===== src/rtl/rom_dl_pkg.sv =====
// Shared types for the ROM download arbiter: arbiter/mode state enums and
// the default core-reset hold time after a ROM load.
package rom_dl_pkg;

    typedef enum logic [1:0] {
        ARB_IDLE  = 2'd0,
        ARB_WRITE = 2'd1,
        ARB_READ  = 2'd2
    } arb_state_t;

    typedef enum logic [1:0] {
        MODE_LOAD    = 2'd0,
        MODE_RELEASE = 2'd1,
        MODE_RUN     = 2'd2
    } mode_t;

    localparam int RELEASE_CYCLES_DEF = 16;

endpackage


===== src/rtl/rom_dl_fifo.sv =====
// Download write buffer: synchronous FIFO of {addr, data} entries.
// A push while full is dropped even if a pop happens in the same cycle.
module rom_dl_fifo #(
    parameter int AW    = 17,
    parameter int DW    = 8,
    parameter int DEPTH = 4
) (
    input  logic                      clk,
    input  logic                      rst_n,
    input  logic                      push,
    input  logic                      pop,
    input  logic [AW-1:0]             push_addr,
    input  logic [DW-1:0]             push_data,
    output logic [AW-1:0]             pop_addr,
    output logic [DW-1:0]             pop_data,
    output logic [$clog2(DEPTH):0]    count,
    output logic                      full,
    output logic                      empty
);
    localparam int PW = $clog2(DEPTH);
    localparam int CW = PW + 1;

    logic [AW+DW-1:0] mem_q [DEPTH];
    logic [PW-1:0]    wr_ptr_q, wr_ptr_d;
    logic [PW-1:0]    rd_ptr_q, rd_ptr_d;
    logic [CW-1:0]    cnt_q, cnt_d;
    logic             do_push, do_pop;

    assign full    = (cnt_q == CW'(DEPTH));
    assign empty   = (cnt_q == '0);
    assign count   = cnt_q;
    assign do_push = push && !full;
    assign do_pop  = pop && !empty;
    assign {pop_addr, pop_data} = mem_q[rd_ptr_q];

    // Next pointer and occupancy; simultaneous push/pop keeps the count.
    always_comb begin
        wr_ptr_d = wr_ptr_q + PW'(do_push);
        rd_ptr_d = rd_ptr_q + PW'(do_pop);
        cnt_d    = cnt_q + CW'(do_push) - CW'(do_pop);
    end

    // Pointer/count state; reset empties the buffer.
    always_ff @(posedge clk or negedge rst_n) begin
        if (!rst_n) begin
            wr_ptr_q <= '0;
            rd_ptr_q <= '0;
            cnt_q    <= '0;
        end else begin
            wr_ptr_q <= wr_ptr_d;
            rd_ptr_q <= rd_ptr_d;
            cnt_q    <= cnt_d;
        end
    end

    // Entry storage needs no reset; occupancy decides what is valid.
    always_ff @(posedge clk) begin
        if (do_push) mem_q[wr_ptr_q] <= {push_addr, push_data};
    end

endmodule


===== src/rtl/rom_dl_arbiter.sv =====
// Shares the single-port ROM RAM between the HPS download stream and the
// core's read port. Buffered downloads beat reads; the core is held in
// reset during a load and for RELEASE_CYCLES afterwards.
module rom_dl_arbiter
    import rom_dl_pkg::*;
#(
    parameter int AW             = 17,
    parameter int DW             = 8,
    parameter int FIFO_DEPTH     = 4,
    parameter int RD_LAT         = 1,
    parameter int RELEASE_CYCLES = RELEASE_CYCLES_DEF
) (
    input  logic          clk_sys,
    input  logic          reset_n,
    input  logic          dl_active,
    input  logic          dl_wr,
    input  logic [7:0]    dl_index,
    input  logic [23:0]   dl_addr,
    input  logic [7:0]    dl_data,
    output logic          dl_wait,
    input  logic          rd_req,
    input  logic [AW-1:0] rd_addr,
    output logic          rd_ack,
    output logic [DW-1:0] rd_data,
    output logic [AW-1:0] mem_addr,
    output logic          mem_we,
    output logic [DW-1:0] mem_din,
    input  logic [DW-1:0] mem_dout,
    output logic          core_reset_n,
    output logic          dl_done,
    output logic          err_ovf
);
    localparam int CW  = $clog2(FIFO_DEPTH) + 1;
    localparam int RCW = $clog2(RELEASE_CYCLES + 2);

    logic          accept;
    logic          fifo_pop, fifo_full, fifo_empty;
    logic [CW-1:0] fifo_count;
    logic [AW-1:0] fifo_addr;
    logic [DW-1:0] fifo_data;

    arb_state_t    arb_q, arb_d;
    mode_t         mode_q, mode_d;
    logic [AW-1:0] mem_addr_q, mem_addr_d;
    logic          mem_we_q, mem_we_d;
    logic [DW-1:0] mem_din_q, mem_din_d;
    logic [1:0]    lat_q, lat_d;
    logic          rd_ack_q, rd_ack_d;
    logic [DW-1:0] rd_data_q, rd_data_d;
    logic [RCW-1:0] rel_q, rel_d;
    logic          dl_done_q, dl_done_d;
    logic          err_ovf_q, err_ovf_d;

    // Only index 0 and in-range addresses belong to the ROM image.
    assign accept = dl_wr && (dl_index == 8'd0) && ((dl_addr >> AW) == 24'd0);

    rom_dl_fifo #(.AW(AW), .DW(DW), .DEPTH(FIFO_DEPTH)) u_fifo (
        .clk       (clk_sys),
        .rst_n     (reset_n),
        .push      (accept),
        .pop       (fifo_pop),
        .push_addr (dl_addr[AW-1:0]),
        .push_data (DW'(dl_data)),
        .pop_addr  (fifo_addr),
        .pop_data  (fifo_data),
        .count     (fifo_count),
        .full      (fifo_full),
        .empty     (fifo_empty)
    );

    // One slot of margin for a strobe already in flight from the HPS.
    assign dl_wait      = (fifo_count >= CW'(FIFO_DEPTH - 1));
    assign core_reset_n = (mode_q == MODE_RUN);
    assign mem_addr     = mem_addr_q;
    assign mem_we       = mem_we_q;
    assign mem_din      = mem_din_q;
    assign rd_ack       = rd_ack_q;
    assign rd_data      = rd_data_q;
    assign dl_done      = dl_done_q;
    assign err_ovf      = err_ovf_q;

    // Arbiter: queued writes win in IDLE; a read owns the RAM until its data returns.
    always_comb begin
        arb_d      = arb_q;
        mem_addr_d = mem_addr_q;
        mem_we_d   = 1'b0;
        mem_din_d  = mem_din_q;
        lat_d      = lat_q;
        rd_ack_d   = 1'b0;
        rd_data_d  = rd_data_q;
        fifo_pop   = 1'b0;
        case (arb_q)
            ARB_IDLE: begin
                if (!fifo_empty) begin
                    fifo_pop   = 1'b1;
                    mem_addr_d = fifo_addr;
                    mem_din_d  = fifo_data;
                    mem_we_d   = 1'b1;
                    arb_d      = ARB_WRITE;
                end else if (rd_req && !rd_ack_q) begin
                    // A request still high in the ack cycle is the old one.
                    mem_addr_d = rd_addr;
                    lat_d      = 2'(RD_LAT);
                    arb_d      = ARB_READ;
                end
            end
            ARB_WRITE: arb_d = ARB_IDLE;
            ARB_READ: begin
                if (lat_q == 2'd0) begin
                    rd_data_d = mem_dout;
                    rd_ack_d  = 1'b1;
                    arb_d     = ARB_IDLE;
                end else begin
                    lat_d = lat_q - 2'd1;
                end
            end
            default: arb_d = ARB_IDLE;
        endcase
    end

    // Mode: load holds the core, commit when drained, then count down to run.
    always_comb begin
        mode_d    = mode_q;
        rel_d     = rel_q;
        dl_done_d = 1'b0;
        err_ovf_d = err_ovf_q | (accept && fifo_full);
        if (dl_active) begin
            mode_d = MODE_LOAD;
        end else begin
            case (mode_q)
                MODE_LOAD: begin
                    if (fifo_empty && !accept && arb_q != ARB_WRITE) begin
                        mode_d    = MODE_RELEASE;
                        rel_d     = RCW'(RELEASE_CYCLES);
                        dl_done_d = 1'b1;
                    end
                end
                MODE_RELEASE: begin
                    if (rel_q == '0) mode_d = MODE_RUN;
                    else             rel_d  = rel_q - RCW'(1);
                end
                MODE_RUN: mode_d = MODE_RUN;
                default:  mode_d = MODE_RELEASE;
            endcase
        end
    end

    // State registers; reset aborts any access and restarts the release hold.
    always_ff @(posedge clk_sys or negedge reset_n) begin
        if (!reset_n) begin
            arb_q      <= ARB_IDLE;
            mode_q     <= MODE_RELEASE;
            mem_addr_q <= '0;
            mem_we_q   <= 1'b0;
            mem_din_q  <= '0;
            lat_q      <= '0;
            rd_ack_q   <= 1'b0;
            rd_data_q  <= '0;
            rel_q      <= RCW'(RELEASE_CYCLES);
            dl_done_q  <= 1'b0;
            err_ovf_q  <= 1'b0;
        end else begin
            arb_q      <= arb_d;
            mode_q     <= mode_d;
            mem_addr_q <= mem_addr_d;
            mem_we_q   <= mem_we_d;
            mem_din_q  <= mem_din_d;
            lat_q      <= lat_d;
            rd_ack_q   <= rd_ack_d;
            rd_data_q  <= rd_data_d;
            rel_q      <= rel_d;
            dl_done_q  <= dl_done_d;
            err_ovf_q  <= err_ovf_d;
        end
    end

endmodule

===== config.mk =====
export PLATFORM = sky130hd
export DESIGN_NAME = rom_dl_arbiter
export DESIGN_NICKNAME = d
export VERILOG_FILES = /design/src/rtl/rom_dl_pkg.sv /design/src/rtl/rom_dl_fifo.sv /design/src/rtl/rom_dl_arbiter.sv
export SDC_FILE = /design/constraint.sdc
export NUM_CORES = 1
export LEC_CHECK = 0
export ABC_CLOCK_PERIOD_IN_PS = 3500
export BUFFER_PORTS_ARGS = -buffer_cell sky130_fd_sc_hd__clkbuf_2
export CAP_MARGIN = 20
export CORE_UTILIZATION = 35
export DETAILED_ROUTE_END_ITERATION = 8
export GPL_ROUTABILITY_DRIVEN = 0
export GPL_TIMING_DRIVEN = 1
export SLEW_MARGIN = 25
export SYNTH_ARGS = -nofsm -noshare
export SYNTH_HDL_FRONTEND = slang
export SYNTH_SLANG_ARGS = --single-unit

===== constraint.sdc =====
create_clock -name clk_sys -period 3.5 [get_ports clk_sys]
set_input_delay 0.525 -clock clk_sys [delete_from_list [all_inputs] [get_ports clk_sys]]
set_output_delay 0.525 -clock clk_sys [all_outputs]
set_load 0.1 [all_outputs]

# Word-level counts from Yosys, hierarchy flattened
# Memories as Yosys holds them, arrays and structs flattened.
# Cells that the tools add are included.
[classes]
eq_ne = 15
add_sub_neg = 6
div_mod_pow = 0
n_lt_le_gt_ge = 1
multipliers = 0
shift = 0
n_reduce_logical = 28
n_mux = 26
bitwise = 3
[ops]
columns = ["cell", "count"]
rows = [
  ["$mux W17", 2],
  ["$logic_not A24 Y1", 1],
  ["$mux W2", 9],
  ["$ne A2 B2 Y1 const B", 6],
  ["$mux W5", 2],
  ["$pmux W5 S2", 1],
  ["$reduce_and A2 Y1", 5],
  ["$mux W1", 9],
  ["$ne A3 B3 Y1 const B", 3],
  ["$logic_and A1 B1 Y1", 8],
  ["$logic_not A8 Y1", 1],
  ["$pmux W2 S2", 2],
  ["$reduce_and A4 Y1", 2],
  ["$logic_not A2 Y1", 3],
  ["$pmux W2 S3", 1],
  ["$logic_not A5 Y1", 1],
  ["$sub A5 B1 Y5 const B", 1],
  ["$add A2 B1 Y2", 2],
  ["$eq A2 B2 Y1 const B", 2],
  ["$logic_not A1 Y1", 4],
  ["$ne A2 B1 Y1 const B", 2],
  ["$reduce_bool A2 Y1", 2],
  ["$add A3 B1 Y3", 1],
  ["$eq A3 B3 Y1 const B", 1],
  ["other kinds (7)", 8],
]
[word_totals]
mem_bits_rw = 100
input_bits = 70
rom_bits = 0
latchBits = 0
reg_bits = 55
memories = 1
[mem_list]
columns = ["name", "depth", "width", "rd", "rd_ports_with_merged_regs", "write_ports", "line_no", "rtl"]
rows = [
  ["u_fifo.mem_q", 4, 25, 1, 0, 1, "rom_dl_fifo.sv:23", "logic [AW+DW-1:0] mem_q [DEPTH];"],
]

# Longest topological paths before layout
# Gate-level depths: netlist (run 1).
[logic_depth]
depth_word = 9
depth_mapped = 8
mapped_depth_nobuf = 8

# By module
# From an unflattened synthesis (run 1), not the netlist that was laid out.
[unflattened]
hier_cells = 372
area_unflattened_um2 = 6282.3
[by_module_without_submodules]
columns = ["module", "seq_area_each_um2", "area_per_inst_um2", "cells_per_inst", "n_inst"]
rows = [
  ["rom_dl_fifo", 3178.0, 4047.6, 162, 1],
  ["rom_dl_arbiter", 1203.7, 2234.6, 210, 1],
]

# Worst setup path after synthesis (run 1)
# No wires, ideal clock.
[synth_timing]
kind = "input-to-reg"
from = "in dl_index[2]"
to = "mem u_fifo.mem_q[0][0] in the netlist's numbering, enable pin"
path_stages = 4
path_buffers = 0
arrival_time_ps = 3191
required_ps = 3056
path_slack_ps = -135
path_cell_list = "nor4_2 -> nand4_2 -> a21oi_2 -> nor3b_1"
[synth_between]
elab_chain_len = 6
[synth_lines]
columns = ["item", "line_no", "rtl"]
rows = [
  ["start, declared", "rom_dl_arbiter.sv:17", "input logic [7:0] dl_index,"],
  ["$logic_not A8 Y1", "rom_dl_arbiter.sv:55", "assign accept = dl_wr && (dl_index == 8'd0) && ((dl_addr >> AW) == 24'd0);"],
  ["$logic_and A1 B1 Y1 (2 in series)", "rom_dl_arbiter.sv:55", ""],
  ["$logic_and A1 B1 Y1", "rom_dl_fifo.sv:32", "assign do_push = push && !full;"],
  ["$mux W1", "rom_dl_fifo.sv:58", "if (do_push) mem_q[wr_ptr_q] <= {push_addr, push_data};"],
  ["$mux W1 (implied by the code)", "rom_dl_fifo.sv:58", ""],
  ["end, declared", "rom_dl_fifo.sv:23", ""],
]
# No other way between the ends.

# Final worst setup path (run 1)
[layout_timing]
from = "reg arb_q[1]"
to = "reg u_fifo.cnt_q[1], in the netlist u_fifo.count[1]"
[layout_between]
elab_chain_len = 4
[layout_lines]
columns = ["item", "line_no", "rtl"]
rows = [
  ["start, declared", "rom_dl_arbiter.sv:42", "arb_state_t arb_q, arb_d;"],
  ["start signal, assigned", "rom_dl_arbiter.sv:163", "arb_q <= arb_d;"],
  ["$logic_not A2 Y1", "rom_dl_arbiter.sv:92", "case (arb_q)"],
  ["$mux W1", "rom_dl_arbiter.sv:92", ""],
  ["$logic_and A1 B1 Y1", "rom_dl_fifo.sv:33", "assign do_pop = pop && !empty;"],
  ["$sub A3 B1 Y3", "rom_dl_fifo.sv:40", "cnt_d = cnt_q + CW'(do_push) - CW'(do_pop);"],
  ["net u_fifo.cnt_d[1]", "rom_dl_fifo.sv:26", "logic [CW-1:0] cnt_q, cnt_d;"],
  ["end signal, assigned", "rom_dl_fifo.sv:52", "cnt_q <= cnt_d;"],
  ["end, declared", "rom_dl_fifo.sv:26", ""],
]
# The timed path passes the listed nets, and every way through them passes these cells.
# A chain may end at the register's enable or synchronous reset.

==> key figures, run 1 <==
Run status
  – Status: complete, no violations

Route
  – Pre-Repair DR Iteration Count: 4
  – Iter 0 DRT Violations: between 150 and 200
  – Vias/cell: roughly 4.8
  – Vias: 3513
  – Final wirelength: between 10000 and 15000 µm
  – Routed len/inst: approximately 17 µm
  – Post-DRT Antenna Nets: 0
  – DRC: 0

Worst setup path
  – RR Endpoint: u_fifo.count[1]
  – Worst path cell trace: nor3_4 -> ha_1 -> inv_1 -> ha_1 -> inv_1 -> fa_1 -> inv_1
  – Crit. Startpoint: arb_q[1]
  – Critical path endpoint category: register
  – Reg-to-reg setup timing slack: about 1.2 ns
  – CP max FO: 11
  – Slowest-stage cell, CP: nor3_4
  – R2R depth: 7
  – Crit path kind: register to register
  – Worst flop-to-flop path startpoint: arb_q[1]
  – Data required time at the worst endpoint: roughly 3.8 ns
  – Cell mode on critical path: inv_1
  – Critical Path AT: about 2.6 ns
  – Startpoint types: register
  – Worst stage delay on the critical path: around 0.63 ns

Floorplanning
  – DIE AREA: roughly 0.018 mm²
  – Initial cell density of the core: 35.96%
  – Ports: 109
  – CORE AREA: 0.01736 mm²
  – Rows: 48
  – Die height: between 100 and 150 µm
  – Die W: around 140 µm

Layout
  – Reg area: between 0.004 and 0.005 mm²
  – Finished Core Util: 44.06%
  – P&R area growth vs syn: 22.51%
  – Nets: 576
  – Fill cells: 1556
  – # diodes: 0
  – Layout cell share with drive strength beyond 1: 39.05%
  – Area of the multi-input gates: roughly 0.0017 mm²

Placement
  – Final HPWL DP: 8454 µm
  – Dpl ws: between 0.6 and 0.7 ns
  – Port buffer count: between 100 and 150

Power
  – Design Power: between 7000 and 8000 µW
  – Pwr Density: slightly below 1000 mW/mm²
  – Leakage: around 0.0030 µW
  – Worst vdd ir: between 500 and 600 µV

GRT
  – First-pass GRT wire length: 20090 µm
  – Initial antenna violation count: 0
  – Global-route usage over all layers: 14.89%
  – Vias in the first global route: 3788
  – Grt ovf: 0
  – Largest net degree at the start of global routing: 35

Yosys
  – Syn Inst Count: 370
  – Post-synth top flop: edfxtp_1
  – Synth area leaders: edfxtp_1 (48%), dfrtp_1 (21%), mux4_2 (9.0%)
  – FFs w/ async S/R, synth: ~35%
  – Post-Synthesis Net Count: approximately 450
  – Post-synth top area share: about 48%
  – Seq/Total Area, Yosys: a little over two thirds
  – Mapped Area: between 0.006 and 0.007 mm²
  – Synth area leader: edfxtp_1
  – Post-synth EDFFs: 100
  – Synth Warn #: 0
  – Distinct cell type count after synthesis: 43
  – Seq cells post-synth: 155
  – Synth cell count leaders: edfxtp_1 (100), dfrtp_1 (53), nand2_1 (49)
  – Syn avg cell area: 16.87 µm²
  – Count leader, synth: edfxtp_1

Timing
  – Setup Skew: about 0.0065 ns
  – Headroom to the max-slew limit: between 30% and 40%
  – Finish-stage setup viols: 0
  – Fin worst setup slack: around 1.2 ns
  – Final hold violations: 0
  – Setup total negative slack: 0 ns
  – Slew Limit Fails: 0
  – RSZ-0062 raised after global routing: false
  – Hold Slack: 0.09467 ns
  – F_max: 429.5 MHz
  – Tcrit/Tclk final: 66.53%
  – Tmin final: about 2.3 ns
  – Worst-Margin Slew: approximately 0.95 ns

Clocking
  – TritonCTS clock tree: done
  – Clk buf depth: 2
  – CTS Sinks: 155
  – Clock Pin Slew Worst Setup and Hold Paths: about 0.060 ns
  – Clk root buf: clkbuf_16
  – H-tree depth: 4
  – CTS-repair resized insts: 0
  – # Post-CTS Setup Buffers: 0
  – CTS Hold Buffers Added: 0
  – Worst skew pair latency: approximately 0.41 ns
  – Num CTS Buffers: 17

Worst hold path
  – Class of the worst hold path: primary input to async pin

Job
  – Max_cap viols: 0
logic make-up (layout without fill, tap and decap cells):
family	Yosys count	in the layout	share of synthesized area [%]
AO/OA/AOI/OAI	37	37	3.968
XOR/XNOR	3	3	0.4210
adder cells (fa/ha/maj)	12	12	2.526
buffers and inverters	27	164	2.305
flip-flops	155	155	70.19
multiplexers	52	52	13.51
AND/OR/NAND/NOR	84	84	7.076
cell usage in the layout, fill, tap and decap left out, types with 2 or more instances in the layout:
master        n
buf_4         8
bufinv_16     2
clkbuf_1      3
clkbuf_16    17
clkbuf_2    107
clkinv_1      3
clkinv_2      2
clkinvlp_4    4
dfrtp_1      52
dfstp_2       2
edfxtp_1    100
ha_1         11
inv_1        14
mux2_2        8
mux2i_1      19
mux4_2       25
nand2_1      49
nand2b_1      5
nand3_1       2
nor2_1        6
nor2_4        2
nor3_1        4
nor3_4        2
nor4_2        3
nor4b_2       2
o21ai_0      23
o21ai_1       3
o31ai_1       2
or2_1         3
xor2_1        2
power breakdown:
part           internal (µW)  switching, µW  total (µW)
logic                    826           2260        3090
registers               2250            325        2570
clock network           1040            711        1760
total                   4120           3300        7420
registers in the layout, indices dropped and copies added, names as in the netlist:
register	count
mode_q	2
rd_ack	1
mem_addr	17
rd_data	8
u_fifo.wr_ptr_q	2
rel_q	5
dl_done	1
u_fifo.mem_q	100
mem_we	1
u_fifo.rd_ptr_q	2
mem_din	8
err_ovf	1
u_fifo.count	3
arb_q	2
lat_q	2
worst max-delay path by stage:
stage	endpoint	cells after the start
2_1_floorplan	u_fifo.mem_q[1][0]	5
3_3_place_gp	u_fifo.mem_q[2][1]	7
3_5_place_dp	u_fifo.mem_q[2][4]	7
4_1_cts	mem_addr[5]	4
5_1_grt	u_fifo.count[2]	7
6_report	u_fifo.count[1]	7
worst max-delay path, delay by kind of cell, from the launching register on:
| family | cells | cell delay [ns] |
|---|---|---|
| adder cells (fa/ha/maj) | 3 | 0.96 |
| AND/OR/NAND/NOR | 1 | 0.63 |
| buffers and inverters | 3 | 0.15 |
| flip-flops | 1 | 0.48 |
layout make-up:
type / instances / area share, %
flip-flops and latches: 155 / 57.31
multi-input cells: 188 / 22.81
repair buffers: 117 / 8.115
clock buffers: 20 / 5.710
well taps: 225 / 3.681
clock inverters: 12 / 1.636
inverters: 15 / 0.7363
per-stage QoR:
step	area [µm²]	instances
after floorplan	6247	370
after global placement	7084	700
after detailed placement	7084	700
after CTS	7646	732
after global routing	7647	732
final	7647	732
metal layers:
| layer | share of wire (%) | up-vias | global-route usage (%) | routed length [µm] |
|---|---|---|---|---|
| met5 | 0 | - | 0 | 0 |
| met1 | 44 | 1760 | 18.68 | 5361 |
| met2 | 51 | 95 | 24.77 | 6257 |
| met3 | 4.1 | 15 | 3.255 | 502 |
| li1 | - | 1643 | - | - |
| met4 | 1.5 | 0 | 6.429 | 186 |
No activity file was read; power rests on OpenSTA's default activity.
==> run 2: changes to the inputs <==
--- a/config.mk
+++ b/config.mk
@@ -5,7 +5,7 @@
 export SDC_FILE = /design/constraint.sdc
 export NUM_CORES = 1
 export LEC_CHECK = 0
-export ABC_CLOCK_PERIOD_IN_PS = 3500
+export ABC_CLOCK_PERIOD_IN_PS = 2400
 export BUFFER_PORTS_ARGS = -buffer_cell sky130_fd_sc_hd__clkbuf_2
 export CAP_MARGIN = 20
 export CORE_UTILIZATION = 35
==> constraint.sdc (replaced) <==
create_clock -name clk_sys -period 2.4 [get_ports clk_sys]
set_input_delay 0.36 -clock clk_sys [delete_from_list [all_inputs] [get_ports clk_sys]]
set_output_delay 0.36 -clock clk_sys [all_outputs]
set_load 0.1 [all_outputs]
==> key figures, run 2 (same netlist as run 1, synthesis figures left out) <==
Floorplanning
  – Die W: 135.5 µm (unchanged)
  – DIE AREA: 0.01837 mm² (unchanged)
  – Rows: 48 (unchanged)
  – Initial cell density of the core: 35.96% (unchanged)
  – Die height: 135.5 µm (unchanged)
  – Ports: 109 (unchanged)
  – CORE AREA: 0.01736 mm² (unchanged)

Layout
  – Nets: 585 (+1.6%)
  – Design area: 0.007825 mm² (+2.3%)
  – Commonest non-fill, non-tap cell in the layout: clkbuf_2
  – Largest reg by FF count: u_fifo.mem_q
  – Most frequent cells in the layout: clkbuf_2 (107), edfxtp_1 (100), dfrtp_1 (52), nand2_1 (49), mux4_2 (25)
  – Largest register FFs: 100 (unchanged)
  – # diodes: 0 (unchanged)
  – Layout cell share with drive strength beyond 1: 40.50% (+1.5 points)
  – P&R area growth vs syn: 25.36%

Route
  – Vias: 3531 (+0.51%)
  – DRC: 0 (unchanged)
  – Iter 0 DRT Violations: 153 (-14%)
  – Routed len/inst: 16.53 µm (-1.7%)
  – Vias/cell: 4.765 (-0.71%)
  – Post-DRT Antenna Nets: 0 (unchanged)
  – Pre-Repair DR Iteration Count: 4 (unchanged)
  – Final wirelength: 12250 µm (-0.46%)

GRT
  – First-pass GRT wire length: 19850 µm (-1.2%)
  – Largest net degree at the start of global routing: 45 (+29%)
  – Vias in the first global route: 3756 (-0.84%)
  – Grt ovf: 0 (unchanged)
  – Initial antenna violation count: 0 (unchanged)
  – Global-route usage over all layers: 14.92% (+0.025 points)

Timing
  – Tcrit/Tclk final: between 80% and 90%
  – Finish-stage setup viols: 0 (unchanged)
  – Fin worst setup slack: 0.2943 ns (-0.8773 ns)
  – Headroom to the max-slew limit: 62.98% (+26 points)
  – Setup Skew: 0.004912 ns (-0.001577 ns)
  – Slew Limit Fails: 0 (unchanged)
  – F_max: 474.9 MHz
  – RSZ-0062 raised after global routing: false
  – Tmin final: 2.106 ns
  – Worst-Margin Slew: 0.5576 ns (-0.3897 ns)
  – Final hold violations: 0 (unchanged)

Clocking
  – TritonCTS clock tree: done
  – # Post-CTS Setup Buffers: 0 (unchanged)
  – Num CTS Buffers: 17 (unchanged)
  – CTS Sinks: 155 (unchanged)
  – Clock Pin Slew Worst Setup and Hold Paths: 0.06 ns (about the same)
  – CTS-repair resized insts: 0 (unchanged)
  – Worst skew pair latency: 0.42 ns (about the same)
  – Clk buf depth: 2 (unchanged)
  – CTS Hold Buffers Added: 1 (+1)
  – Clk root buf: clkbuf_16
  – H-tree depth: 4 (unchanged)

Worst setup path
  – Critical path endpoint category: output port
  – Data required time at the worst endpoint: 2.04 ns (-1.77 ns)
  – Critical Path AT: 1.75 ns (-0.89 ns)
  – CP max FO: 4 (-7)
  – Crit path kind: register to output port
  – Startpoint types: register

Power
  – Comb power frac: 42.8% (+1.1 points)
  – Cell Int Power: 6226 µW (+51%)
  – Pwr Density: 1412 mW/mm² (+46%)
  – Worst vdd ir: 781.9 µV (+43%)
  – Net Sw Frac: 43.66% (-0.82 points)
  – Clock share of power: 24.6% (+0.9 points)
  – P_sw: 4825 µW (+46%)
  – Flop pwr share: 32.6% (-2.1 points)
  – Leakage: 0.003103 µW (+2.9%)

Worst hold path
  – Class of the worst hold path: primary input to register

Placement
  – DP Area: 0.007207 mm² (+1.7%)
  – Dpl ws: 0.1155 ns (-0.5777 ns)
  – Final HPWL DP: 8414 µm (-0.48%)
  – Port buffer count: 108 (unchanged)

Job
  – Max_cap viols: 0 (unchanged)

Run status
  – Status: complete, no violations
## run 2: cell count changes in the layout (fill, tap and decap cells not counted), moves of 2 or more
| cell | change |
|---|---|
| buf_12 | +5 |
| buf_4 | +3 |
| clkbuf_1 | -2 |
| clkinv_1 | -2 |
| inv_6 | +2 |
## run 2: routing by layer
layer | wire length, µm | vias up | track usage [%]
li1 | - | 1656 | -
met5 | 0 | - | 0
met2 | 6355 | 89 | 25.43
met1 | 5156 | 1769 | 17.16
met4 | 260 | 0 | 8.115
met3 | 478 | 17 | 3.779
## run 2: final timing paths
| kind | slack, ns | endpoint | from | cells past startpoint |
|---|---|---|---|---|
| setup / recovery | 0.29 | dl_wait | u_fifo.count[2] | 5 |
| hold / removal | 0.12 | mode_q[0] | dl_active | 2 |
| setup reg to reg | 0.50 | u_fifo.count[2] | u_fifo.count[0] | 8 |
| hold reg to reg | 0.48 | rd_data[4] | rd_data[4] | 2 |
| max in group asynchronous | 1.41 | rel_q[4] | reset_n | 3 |
| min in group asynchronous | 0.39 | mem_addr[1] | reset_n | 2 |
## run 2: area by class of cell
cell class / instances / area [µm²]
multi-input combinational: 188 / 1743
sequential: 155 / 4383
tap: 225 / 281.5
inverter: 15 / 56.30
timing repair buffer: 126 / 753.2
clock inverter: 13 / 165.2
clock buffer: 19 / 442.9
fill: 1544 / 9532
## run 2: critical path, stage by stage (launching register included)
cell	delay, ns
dfrtp_1	0.44
inv_1	0.10
ha_1	0.18
o21ai_0	0.15
nand2_1	0.08
clkbuf_2	0.37
## run 2: per-stage QoR
step	utilization (%)	hold slack (ns)	cells	TNS, ns	power, µW
floorplan	-	0.06441	370	-16.89	7554
global placement	41.52	0.2679	708	0	8374
detailed placement	41.52	0.2736	708	0	8456
CTS	45.08	0.09336	741	0	11210
global route	45.08	0.1181	741	0	11620
finish	45.08	0.1233	741	0	11050
## run 2: power by group through the flow
stage	clock network [µW]	registers (µW)	logic, µW
finish	2710	3600	4730
global route	2900	3670	5050
CTS	2800	3610	4810
detailed placement	0	3660	4790
global placement	0	3640	4730
floorplan	0	5680	1870
